File: src/rtl/mem_port_arbiter.sv
// Two-port (fetch/data) arbiter in front of a single fixed-latency memory port.
// Optional fetch starvation guard enabled by defining ARB_STARVE_GUARD_EN.
module mem_port_arbiter #(
    parameter int DATA_W        = 32,
    parameter int LAT           = 2,
    parameter int MAX_DM_STREAK = 4
) (
    input  logic              clk,
    input  logic              reset,
    input  logic              if_req,
    input  logic [DATA_W-1:0] if_addr,
    output logic              if_gnt,
    output logic              if_valid,
    output logic [DATA_W-1:0] if_rdata,
    input  logic              dm_req,
    input  logic              dm_we,
    input  logic [DATA_W-1:0] dm_addr,
    input  logic [DATA_W-1:0] dm_wdata,
    output logic              dm_gnt,
    output logic              dm_valid,
    output logic [DATA_W-1:0] dm_rdata,
    output logic              mem_en,
    output logic              mem_we,
    output logic [DATA_W-1:0] mem_addr,
    output logic [DATA_W-1:0] mem_wdata,
    input  logic [DATA_W-1:0] mem_rdata,
    output logic              stall_if
);

    typedef enum logic [1:0] {
        IDLE    = 2'd0,
        BUSY_IF = 2'd1,
        BUSY_DM = 2'd2,
        RESP    = 2'd3
    } state_t;

    localparam logic [3:0] LAT_M1 = 4'(LAT - 1);

    state_t            state_r;
    state_t            state_s;
    logic [3:0]        cnt_r;
    logic [3:0]        cnt_s;
    logic              arb_if_s;
    logic              arb_dm_s;
    logic              grant_if_s;
    logic              grant_dm_s;
    logic              last_busy_s;

    logic              if_gnt_r;
    logic              dm_gnt_r;
    logic              if_valid_r;
    logic              dm_valid_r;
    logic [DATA_W-1:0] if_rdata_r;
    logic [DATA_W-1:0] dm_rdata_r;
    logic              mem_en_r;
    logic              mem_we_r;
    logic [DATA_W-1:0] mem_addr_r;
    logic [DATA_W-1:0] mem_wdata_r;

`ifdef ARB_STARVE_GUARD_EN
    localparam int STREAK_W = (MAX_DM_STREAK < 1) ? 1 : $clog2(MAX_DM_STREAK + 1);

    logic [STREAK_W-1:0] streak_r;
    logic [STREAK_W-1:0] streak_s;
    logic                force_if_s;

    // Arbitration with the fetch starvation guard and streak bookkeeping
    always_comb begin
        force_if_s = 1'b0;
        arb_if_s   = 1'b0;
        arb_dm_s   = 1'b0;
        streak_s   = streak_r;
        force_if_s = dm_req && if_req && (streak_r == STREAK_W'(MAX_DM_STREAK));
        arb_dm_s   = dm_req && !force_if_s;
        arb_if_s   = if_req && (force_if_s || !dm_req);
        if (state_r == IDLE) begin
            // Only dm wins made while fetch is waiting extend the streak
            if (arb_dm_s && if_req) begin
                streak_s = streak_r + STREAK_W'(1);
            end else begin
                streak_s = {STREAK_W{1'b0}};
            end
        end else begin
            streak_s = streak_r;
        end
    end

    // Streak counter register
    always_ff @(posedge clk or negedge reset) begin
        if (!reset) begin
            streak_r <= {STREAK_W{1'b0}};
        end else begin
            streak_r <= streak_s;
        end
    end
`else
    // Strict data-port priority
    always_comb begin
        arb_dm_s = dm_req;
        arb_if_s = if_req && !dm_req;
    end
`endif

    // Next-state, busy counter and grant decode
    always_comb begin
        state_s     = state_r;
        cnt_s       = cnt_r;
        grant_if_s  = 1'b0;
        grant_dm_s  = 1'b0;
        last_busy_s = 1'b0;
        case (state_r)
            IDLE: begin
                if (arb_dm_s) begin
                    state_s    = BUSY_DM;
                    cnt_s      = LAT_M1;
                    grant_dm_s = 1'b1;
                end else if (arb_if_s) begin
                    state_s    = BUSY_IF;
                    cnt_s      = LAT_M1;
                    grant_if_s = 1'b1;
                end else begin
                    state_s = IDLE;
                end
            end
            BUSY_IF, BUSY_DM: begin
                // Counter stops at zero; that cycle is the last one with mem_en
                if (cnt_r == 4'd0) begin
                    state_s     = RESP;
                    last_busy_s = 1'b1;
                end else begin
                    cnt_s = cnt_r - 4'd1;
                end
            end
            RESP: begin
                state_s = IDLE;
            end
            default: begin
                state_s = IDLE;
                cnt_s   = 4'd0;
            end
        endcase
    end

    // State and busy counter registers
    always_ff @(posedge clk or negedge reset) begin
        if (!reset) begin
            state_r <= IDLE;
            cnt_r   <= 4'd0;
        end else begin
            state_r <= state_s;
            cnt_r   <= cnt_s;
        end
    end

    // Memory port command registers, loaded at grant and held through BUSY
    always_ff @(posedge clk or negedge reset) begin
        if (!reset) begin
            mem_en_r    <= 1'b0;
            mem_we_r    <= 1'b0;
            mem_addr_r  <= {DATA_W{1'b0}};
            mem_wdata_r <= {DATA_W{1'b0}};
        end else begin
            mem_en_r <= (state_s == BUSY_IF) || (state_s == BUSY_DM);
            if (grant_if_s) begin
                mem_we_r    <= 1'b0;
                mem_addr_r  <= if_addr;
                mem_wdata_r <= {DATA_W{1'b0}};
            end else if (grant_dm_s) begin
                mem_we_r    <= dm_we;
                mem_addr_r  <= dm_addr;
                mem_wdata_r <= dm_wdata;
            end else if (last_busy_s) begin
                mem_we_r <= 1'b0;
            end
        end
    end

    // Grant and response pulses plus held read data per port
    always_ff @(posedge clk or negedge reset) begin
        if (!reset) begin
            if_gnt_r   <= 1'b0;
            dm_gnt_r   <= 1'b0;
            if_valid_r <= 1'b0;
            dm_valid_r <= 1'b0;
            if_rdata_r <= {DATA_W{1'b0}};
            dm_rdata_r <= {DATA_W{1'b0}};
        end else begin
            if_gnt_r   <= grant_if_s;
            dm_gnt_r   <= grant_dm_s;
            if_valid_r <= last_busy_s && (state_r == BUSY_IF);
            dm_valid_r <= last_busy_s && (state_r == BUSY_DM);
            if (last_busy_s && (state_r == BUSY_IF)) begin
                if_rdata_r <= mem_rdata;
            end
            if (last_busy_s && (state_r == BUSY_DM)) begin
                dm_rdata_r <= mem_we_r ? {DATA_W{1'b0}} : mem_rdata;
            end
        end
    end

    assign if_gnt    = if_gnt_r;
    assign dm_gnt    = dm_gnt_r;
    assign if_valid  = if_valid_r;
    assign dm_valid  = dm_valid_r;
    assign if_rdata  = if_rdata_r;
    assign dm_rdata  = dm_rdata_r;
    assign mem_en    = mem_en_r;
    assign mem_we    = mem_we_r;
    assign mem_addr  = mem_addr_r;
    assign mem_wdata = mem_wdata_r;
    // Follows if_req within the cycle; forced low while reset is held
    assign stall_if  = reset & if_req & ~if_valid_r;

endmodule

File: config.mk
export PLATFORM = sky130hd
export DESIGN_NAME = mem_port_arbiter
export DESIGN_NICKNAME = d
export VERILOG_FILES = /design/src/rtl/mem_port_arbiter.sv
export SDC_FILE = /design/constraint.sdc
export NUM_CORES = 1
export LEC_CHECK = 0
export CAP_MARGIN = 20
export CORE_AREA = 10 10 135 137
export DETAILED_ROUTE_END_ITERATION = 12
export DIE_AREA = 0 0 145 147
export HOLD_SLACK_MARGIN = 0.06
export PLACE_DENSITY_LB_ADDON = 0.25
export SLEW_MARGIN = 20
export SYNTH_ARGS = -nofsm -noshare
export SYNTH_HDL_FRONTEND = slang
export SYNTH_SLANG_ARGS = --single-unit
File: constraint.sdc
create_clock -name clk -period 1.8 [get_ports clk]
set_clock_uncertainty 0.05 [all_clocks]
set_input_delay 0.45 -clock clk [delete_from_list [all_inputs] [get_ports clk]]
set_output_delay 0.45 -clock clk [all_outputs]
set_load 0.02 [all_outputs]
; ---- Yosys cells after proc, flatten, opt, wreduce, memory -nomap -nowiden
; Index checks and enable logic that the tools add are counted.
[classes]
n_addsub = 1
mul = 0
div = 0
n_lt_le_gt_ge = 0
eq_ne = 7
shift = 0
n_mux = 23
bitwise_logic = 3
reduce_logical = 12
[op_table]
columns = operator, count
row1 = $mux 32, 5
row2 = $mux 4, 3
row3 = $mux 1, 11
row4 = $pmux 4 s2, 1
row5 = $eq 2x2->1 const B, 3
row6 = $pmux 2 s3, 1
row7 = $eq 2x1->1 const B, 2
row8 = $logic_not 4->1, 1
row9 = $mux 2, 2
row10 = $reduce_bool 2->1, 2
row11 = $sub 4x1->4 const B, 1
row12 = $logic_and 1x1->1, 3
row13 = $ne 3x3->1 const B, 1
row14 = $reduce_and 3->1, 1
row15 = $reduce_bool 3->1, 1
row16 = $and 1x1->1, 2
row17 = $logic_not 2->1, 1
row18 = $ne 2x2->1 const B, 1
row19 = $reduce_or 2->1, 1
row20 = $logic_not 1->1, 1
row21 = $logic_or 1x1->1, 1
row22 = $not 1->1, 1
[word_totals]
register_bits = 140
latch_bits = 0
mem_bits_rw = 0
rom_bits = 0
out_inout_bits = 135
elab_cells = 58
n_memories = 0

; ---- Logic depth before layout (Yosys ltp)
[depth]
word_depth = 7
mapped_depth = 7
depth_no_buf = 5

; ---- Least setup slack after synthesis
; No wires, ideal clock.
[synth_path]
path_type = input port to output port
from = input if_req
to = output stall_if
t_arrival_ps = 1348
path_slack_ps = -48
cell_stages = 4
path_buffers = 2
path_cell_list = clkbuf_1 > buf_1 > nand2_1 > nor2_1
[synth_via]
elab_chain_cells = 2
[synth_lines]
columns = element, line
row1 = from (decl), 10  ; input logic if_req,
row2 = $and 1x1->1 (2 in series), 212  ; assign stall_if = reset & if_req & ~if_valid_r;
row3 = to (decl), 27  ; output logic stall_if
; No other way between the ends.

; ---- Worst setup path after layout
[layout_path]
from = register cnt_r[1]
to = register if_rdata_r[30] (netlist: if_rdata[30])
[layout_via]
elab_chain_cells = 4
[layout_lines]
columns = element, line
row1 = from (decl), 41  ; logic [3:0] cnt_r;
row2 = from (signal assigned), 151  ; cnt_r <= cnt_s;
row3 = $logic_not 4->1, 127  ; if (cnt_r == 4'd0) begin
row4 = $mux 1, 127
row5 = $mux 1, 111  ; case (state_r)
row6 = $logic_and 1x1->1, 192  ; if (last_busy_s && (state_r == BUSY_IF)) begin
row7 = to (signal assigned), 185  ; if_rdata_r <= {DATA_W{1'b0}};
row8 = to (signal assigned), 193  ; if_rdata_r <= mem_rdata;
row9 = to (decl), 53  ; logic [DATA_W-1:0] if_rdata_r;
; No other way between the ends.
; A chain may end at the register's enable or synchronous reset.

==> flow_results.org <==
** Timing
- The final count of hold timing violations is 0.
- Summed negative setup slack over all endpoints :: 0 ps
- For this run, the top clock speed supported by timing is 0.5608 GHz.
- The max-slew violation total from the final report came to 0.
- Measured against its own limit, the worst slew margin works out to 47.15%.
- Clock period minus final worst setup slack :: 1783 ps
- Slew of the pin with the lowest slew margin :: around 800 ps
- Setup repair after global routing could not meet its margin everywhere.
- Dividing the final minimum period by the clock period gives 99.06%.
- Final count of negative-setup-slack endpoints :: 0
- In the post-route analysis, the smallest setup slack over all paths is around 17 ps.

** Logic synthesis
- Synth area leaders :: sky130_fd_sc_hd__dfrtp_1 (60%), sky130_fd_sc_hd__o22ai_1 (6.9%), sky130_fd_sc_hd__mux2_2 (6.8%)
- In this run, synthesis produced a sequential element count of 140.
- The synthesized netlist devotes under 10% of its cell area to simple gates.
- Seq/Total Area, Yosys :: 60.18%
- Yosys printed 0 warnings.
- EDFF count, synth :: 0
- After synthesis the cells add up to 5822 um^2.
- Proportion of synthesized flip-flops having asynchronous set or reset :: 100.0%
- Adder and majority gate portion of the synthesized area :: between 1 and 1.5%
- Count of cell types in the netlist :: 36
- Post-synthesis share of cell area spent on xor and xnor gates :: 0%
- Counting every instance in the synthesized netlist gives 456.
- Dominant cell type by area after synthesis :: sky130_fd_sc_hd__dfrtp_1
- Most common cell in the netlist :: sky130_fd_sc_hd__dfrtp_1
- In the synthesized netlist, the cells that appear most often are sky130_fd_sc_hd__dfrtp_1 (140), sky130_fd_sc_hd__o22ai_1 (64), sky130_fd_sc_hd__mux2_2 (35).
- Most frequently used flop master after synthesis :: sky130_fd_sc_hd__dfrtp_1
- Summing the areas of all compound-gate instances in the mapped netlist gives 16.29% of the synthesized area.
- Mux cell area share after synthesis :: 12.38%
- In this run the biggest area consumer among cell types represents 60.18% of the synthesized area.
- Largest family of logic cells by synthesized area :: compound AO/OA/AOI/OAI gates
- A synthesized cell averages 12.77 um^2.
- Synthesis produced a netlist with a net count of 594.

** Floorplanning
- In this run the count of I/O pins placed on the die edge is 268.
- The initial utilization of the core area, before any placement, comes to 37.33%.
- Height of the die :: 147 um
- After floorplanning, the core was divided into 46 placement rows.
- The core region is 15600 um^2.
- Die Span X :: about 150 um
- The die covers around 21000 um^2.

** Critical path
- Across all register-to-register paths, the minimum setup slack is around 17 ps.
- Data on the critical path arrives at its endpoint at 2020 ps.
- The critical path in this run is classified as reg2reg.
- Traced cell by cell, the critical path runs through inv_2 -> ha_4 -> nor3b_4 -> nand3_4 -> buf_6 -> mux2_1.
- Max FO, Critical Path :: 8
- CP startpoint kind :: register
- Startpoint of the lowest-slack register-to-register path :: cnt_r[1]
- The worst setup path is captured at a register.
- Slowest cell on the critical path :: sky130_fd_sc_hd__dfrtp_1
- Data required time at the worst endpoint :: about 2000 ps
- Buffers & Inverters on Critical Path :: 2
- End of the worst register-to-register path :: if_rdata[30]
- Dominant delay contributor by cell family on the critical path :: simple AND/OR/NAND/NOR gates
- In this design, the stage delay of the slowest critical-path cell is roughly 390 ps.
- Measured in cells, the most critical reg-to-reg path has a length of 6.

** Place
- Weighted congestion reported at the end of routability-driven placement :: 0.7972
- In this run the tool buffered the top-level ports with 267 buffer cells.
- Sum of net half-perimeters after detailed placement :: 14090 um
- Before CTS, the worst setup slack after placement is -547.8 ps.
- After detailed placement, the design holds a cell count of roughly 940.

** Global route
- Entering global routing, the biggest net connects 63 pins.
- The number of antenna violations at the first check in global routing was 1.
- The via count of the first global-routing pass was 5462.
- The first global-routing pass estimated 29930 um of wire.
- Global routing finished with a remaining overflow of 0.
- GRT Overall Usage :: between 10% and 20%

** Detailed routing
- Total Routed Length :: 19440 um
- Before antenna repair, the detailed router went through 5 iterations.
- Number of remaining DRC errors :: 0
- Post-DRT Antenna Nets :: 0
- First-iteration detailed-routing DRC count :: 194
- Via-per-instance ratio :: 5.134
- Across all layers, the routed design uses about 5000 vias.
- Routed wire per std cell :: 19.91 um

** Clock tree
- Latest clock arrival within the worst-skew pair :: 410 ps
- The cell sitting at the root of the clock tree is a sky130_fd_sc_hd__clkbuf_16.
- The clock drives 140 sinks.
- CTS H-tree lvls :: 4
- CTS tree :: done
- Clock input transition at the sequential cells of the worst setup and hold paths :: 60 ps
- The number of clock buffers added by TritonCTS is 17.
- Clock buffer depth :: 2

** Power and ir drop
- Static Leak :: 4.379 nW
- Across the VDD grid, the largest voltage drop is 0.8298 mV.
- Internal power contribution :: 10.92 mW
- Overall power consumption after layout is estimated at 17.69 mW.
- In this run the power spent charging and discharging nets is 6.772 mW.
- Flop pwr share :: 31.4%
- Gate power share :: 47.5%
- In this run the power density over the cells is 1844 nW/um^2.
- The clock network burns 21.2% of the power.
- Net switching is 38.28% of the power.

** Run
- Across the run, the number of max-cap violations was 0.

** Cells and area
- Final nets :: roughly 900
- Post-route insts no fill :: 976
- Filler cell count :: between 1000 and 1500
- The post-route netlist has 18.18% of its cells at a drive strength greater than 1.
- From synthesis to final layout, the design area changed by 64.80%.

** Min path
- Counting instances, the worst hold path has a depth of 1.
- HP Start :: if_rdata[15]
- Worst min path class :: reg2reg
- The worst hold path terminates at if_rdata[15].

** Run status
- Outcome :: finished clean
layout by cell type (no fill, tap or decap), types with 3 or more instances in the layout:
| cell | netlist | routed |
|---|---|---|
| sky130_fd_sc_hd__clkbuf_16 | 0 | 19 |
| sky130_fd_sc_hd__nor4bb_1 | 3 | 3 |
| sky130_fd_sc_hd__a21oi_1 | 32 | 32 |
| sky130_fd_sc_hd__ha_1 | 5 | 3 |
| sky130_fd_sc_hd__nand2_1 | 6 | 6 |
| sky130_fd_sc_hd__inv_1 | 8 | 6 |
| sky130_fd_sc_hd__bufinv_16 | 0 | 4 |
| sky130_fd_sc_hd__buf_4 | 1 | 27 |
| sky130_fd_sc_hd__clkinvlp_4 | 0 | 3 |
| sky130_fd_sc_hd__mux2_2 | 35 | 35 |
| sky130_fd_sc_hd__nor2_1 | 4 | 3 |
| sky130_fd_sc_hd__o31a_1 | 3 | 3 |
| sky130_fd_sc_hd__clkdlybuf4s50_1 | 0 | 130 |
| sky130_fd_sc_hd__nor2b_1 | 34 | 34 |
| sky130_fd_sc_hd__buf_6 | 3 | 5 |
| sky130_fd_sc_hd__mux2_1 | 29 | 10 |
| sky130_fd_sc_hd__clkbuf_8 | 0 | 4 |
| sky130_fd_sc_hd__a22o_1 | 32 | 32 |
| sky130_fd_sc_hd__mux2_4 | 0 | 19 |
| sky130_fd_sc_hd__dlygate4sd2_1 | 0 | 135 |
| sky130_fd_sc_hd__o21ai_0 | 6 | 6 |
| sky130_fd_sc_hd__o22ai_1 | 64 | 64 |
| sky130_fd_sc_hd__dfrtp_1 | 140 | 140 |
| sky130_fd_sc_hd__buf_12 | 0 | 5 |
what timing repair did:
action	in CTS	in global routing
endpoints found under the setup margin	173	96
cloned	0	3
pin swaps	0	1
setup buffers	0	3
hold buffers	2	0
resized for setup	141	27
hold endpoints to repair	33	0
how the worst max path moves through the flow:
stage,depth (start not counted),start,to
2_1_floorplan,4,if_req,stall_if
3_3_place_gp,6,if_req,cnt_r[0]
3_5_place_dp,6,if_req,cnt_r[0]
4_1_cts,7,state_r[0],mem_addr[27]
5_1_grt,6,cnt_r[1],if_rdata[30]
6_report,6,cnt_r[1],if_rdata[30]
through the flow:
stage,util (%),hold slack [ps],cell area (um^2)
finish,61.51,436.3,9594
floorplan,-,104.4,5824
global route,61.51,449.9,9594
CTS,60.29,438.7,9404
global placement,57.01,424.6,8892
detailed placement,57.01,430.0,8892
power by group through the flow:
stage	sequential (mW)	clock [mW]	combinational, mW
after floorplan	7.30	0	2.81
after global placement	5.55	0	8.97
after detailed placement	5.61	0	9.17
after CTS	5.55	3.85	8.17
after global routing	5.75	3.99	9.02
final	5.55	3.74	8.40
state kept, by name (all words and copies together) (netlist names):
name,cells
dm_rdata,32
if_rdata,32
mem_addr,32
mem_wdata,32
cnt_r,4
state_r,2
dm_gnt,1
dm_valid,1
if_gnt,1
if_valid,1
mem_en,1
mem_we,1
routing by layer:
layer  share of wire, %  routed length, um  track usage, %
met2                 49               9433           27.96
met4                2.6                498           7.610
met3                7.9               1526           6.020
met5                  0                  0               0
met1                 41               7979           20.90
worst register-to-register path: stages, from the launching register on:
cell	delay, ps
sky130_fd_sc_hd__dfrtp_1	390
sky130_fd_sc_hd__inv_2	90
sky130_fd_sc_hd__ha_4	130
sky130_fd_sc_hd__nor3b_4	280
sky130_fd_sc_hd__nand3_4	200
sky130_fd_sc_hd__buf_6	200
sky130_fd_sc_hd__mux2_1	320
cell type report:
cell class	instances	area [um^2]	area share, %
Timing Repair Buffer	306	2908	30.31
Clock inverter	10	161.4	1.682
Antenna cell	1	2.502	0.02608
Multi-Input combinational cell	272	2231	23.25
Inverter	9	33.78	0.3521
Clock buffer	22	484.2	5.047
Sequential cell	140	3503	36.52
Tap cell	216	270.3	2.817
kinds of logic (layout without fill, tap and decap cells):
family                   after synthesis  in the layout
AO/OA/AOI/OAI                        143            143
flip-flops                           140            140
multiplexers                          64             64
AND/OR/NAND/NOR                       60             60
buffers and inverters                 44            347
adder cells (fa/ha/maj)                5              5
other                                  0              1
Power figures use the tool's default switching activity.
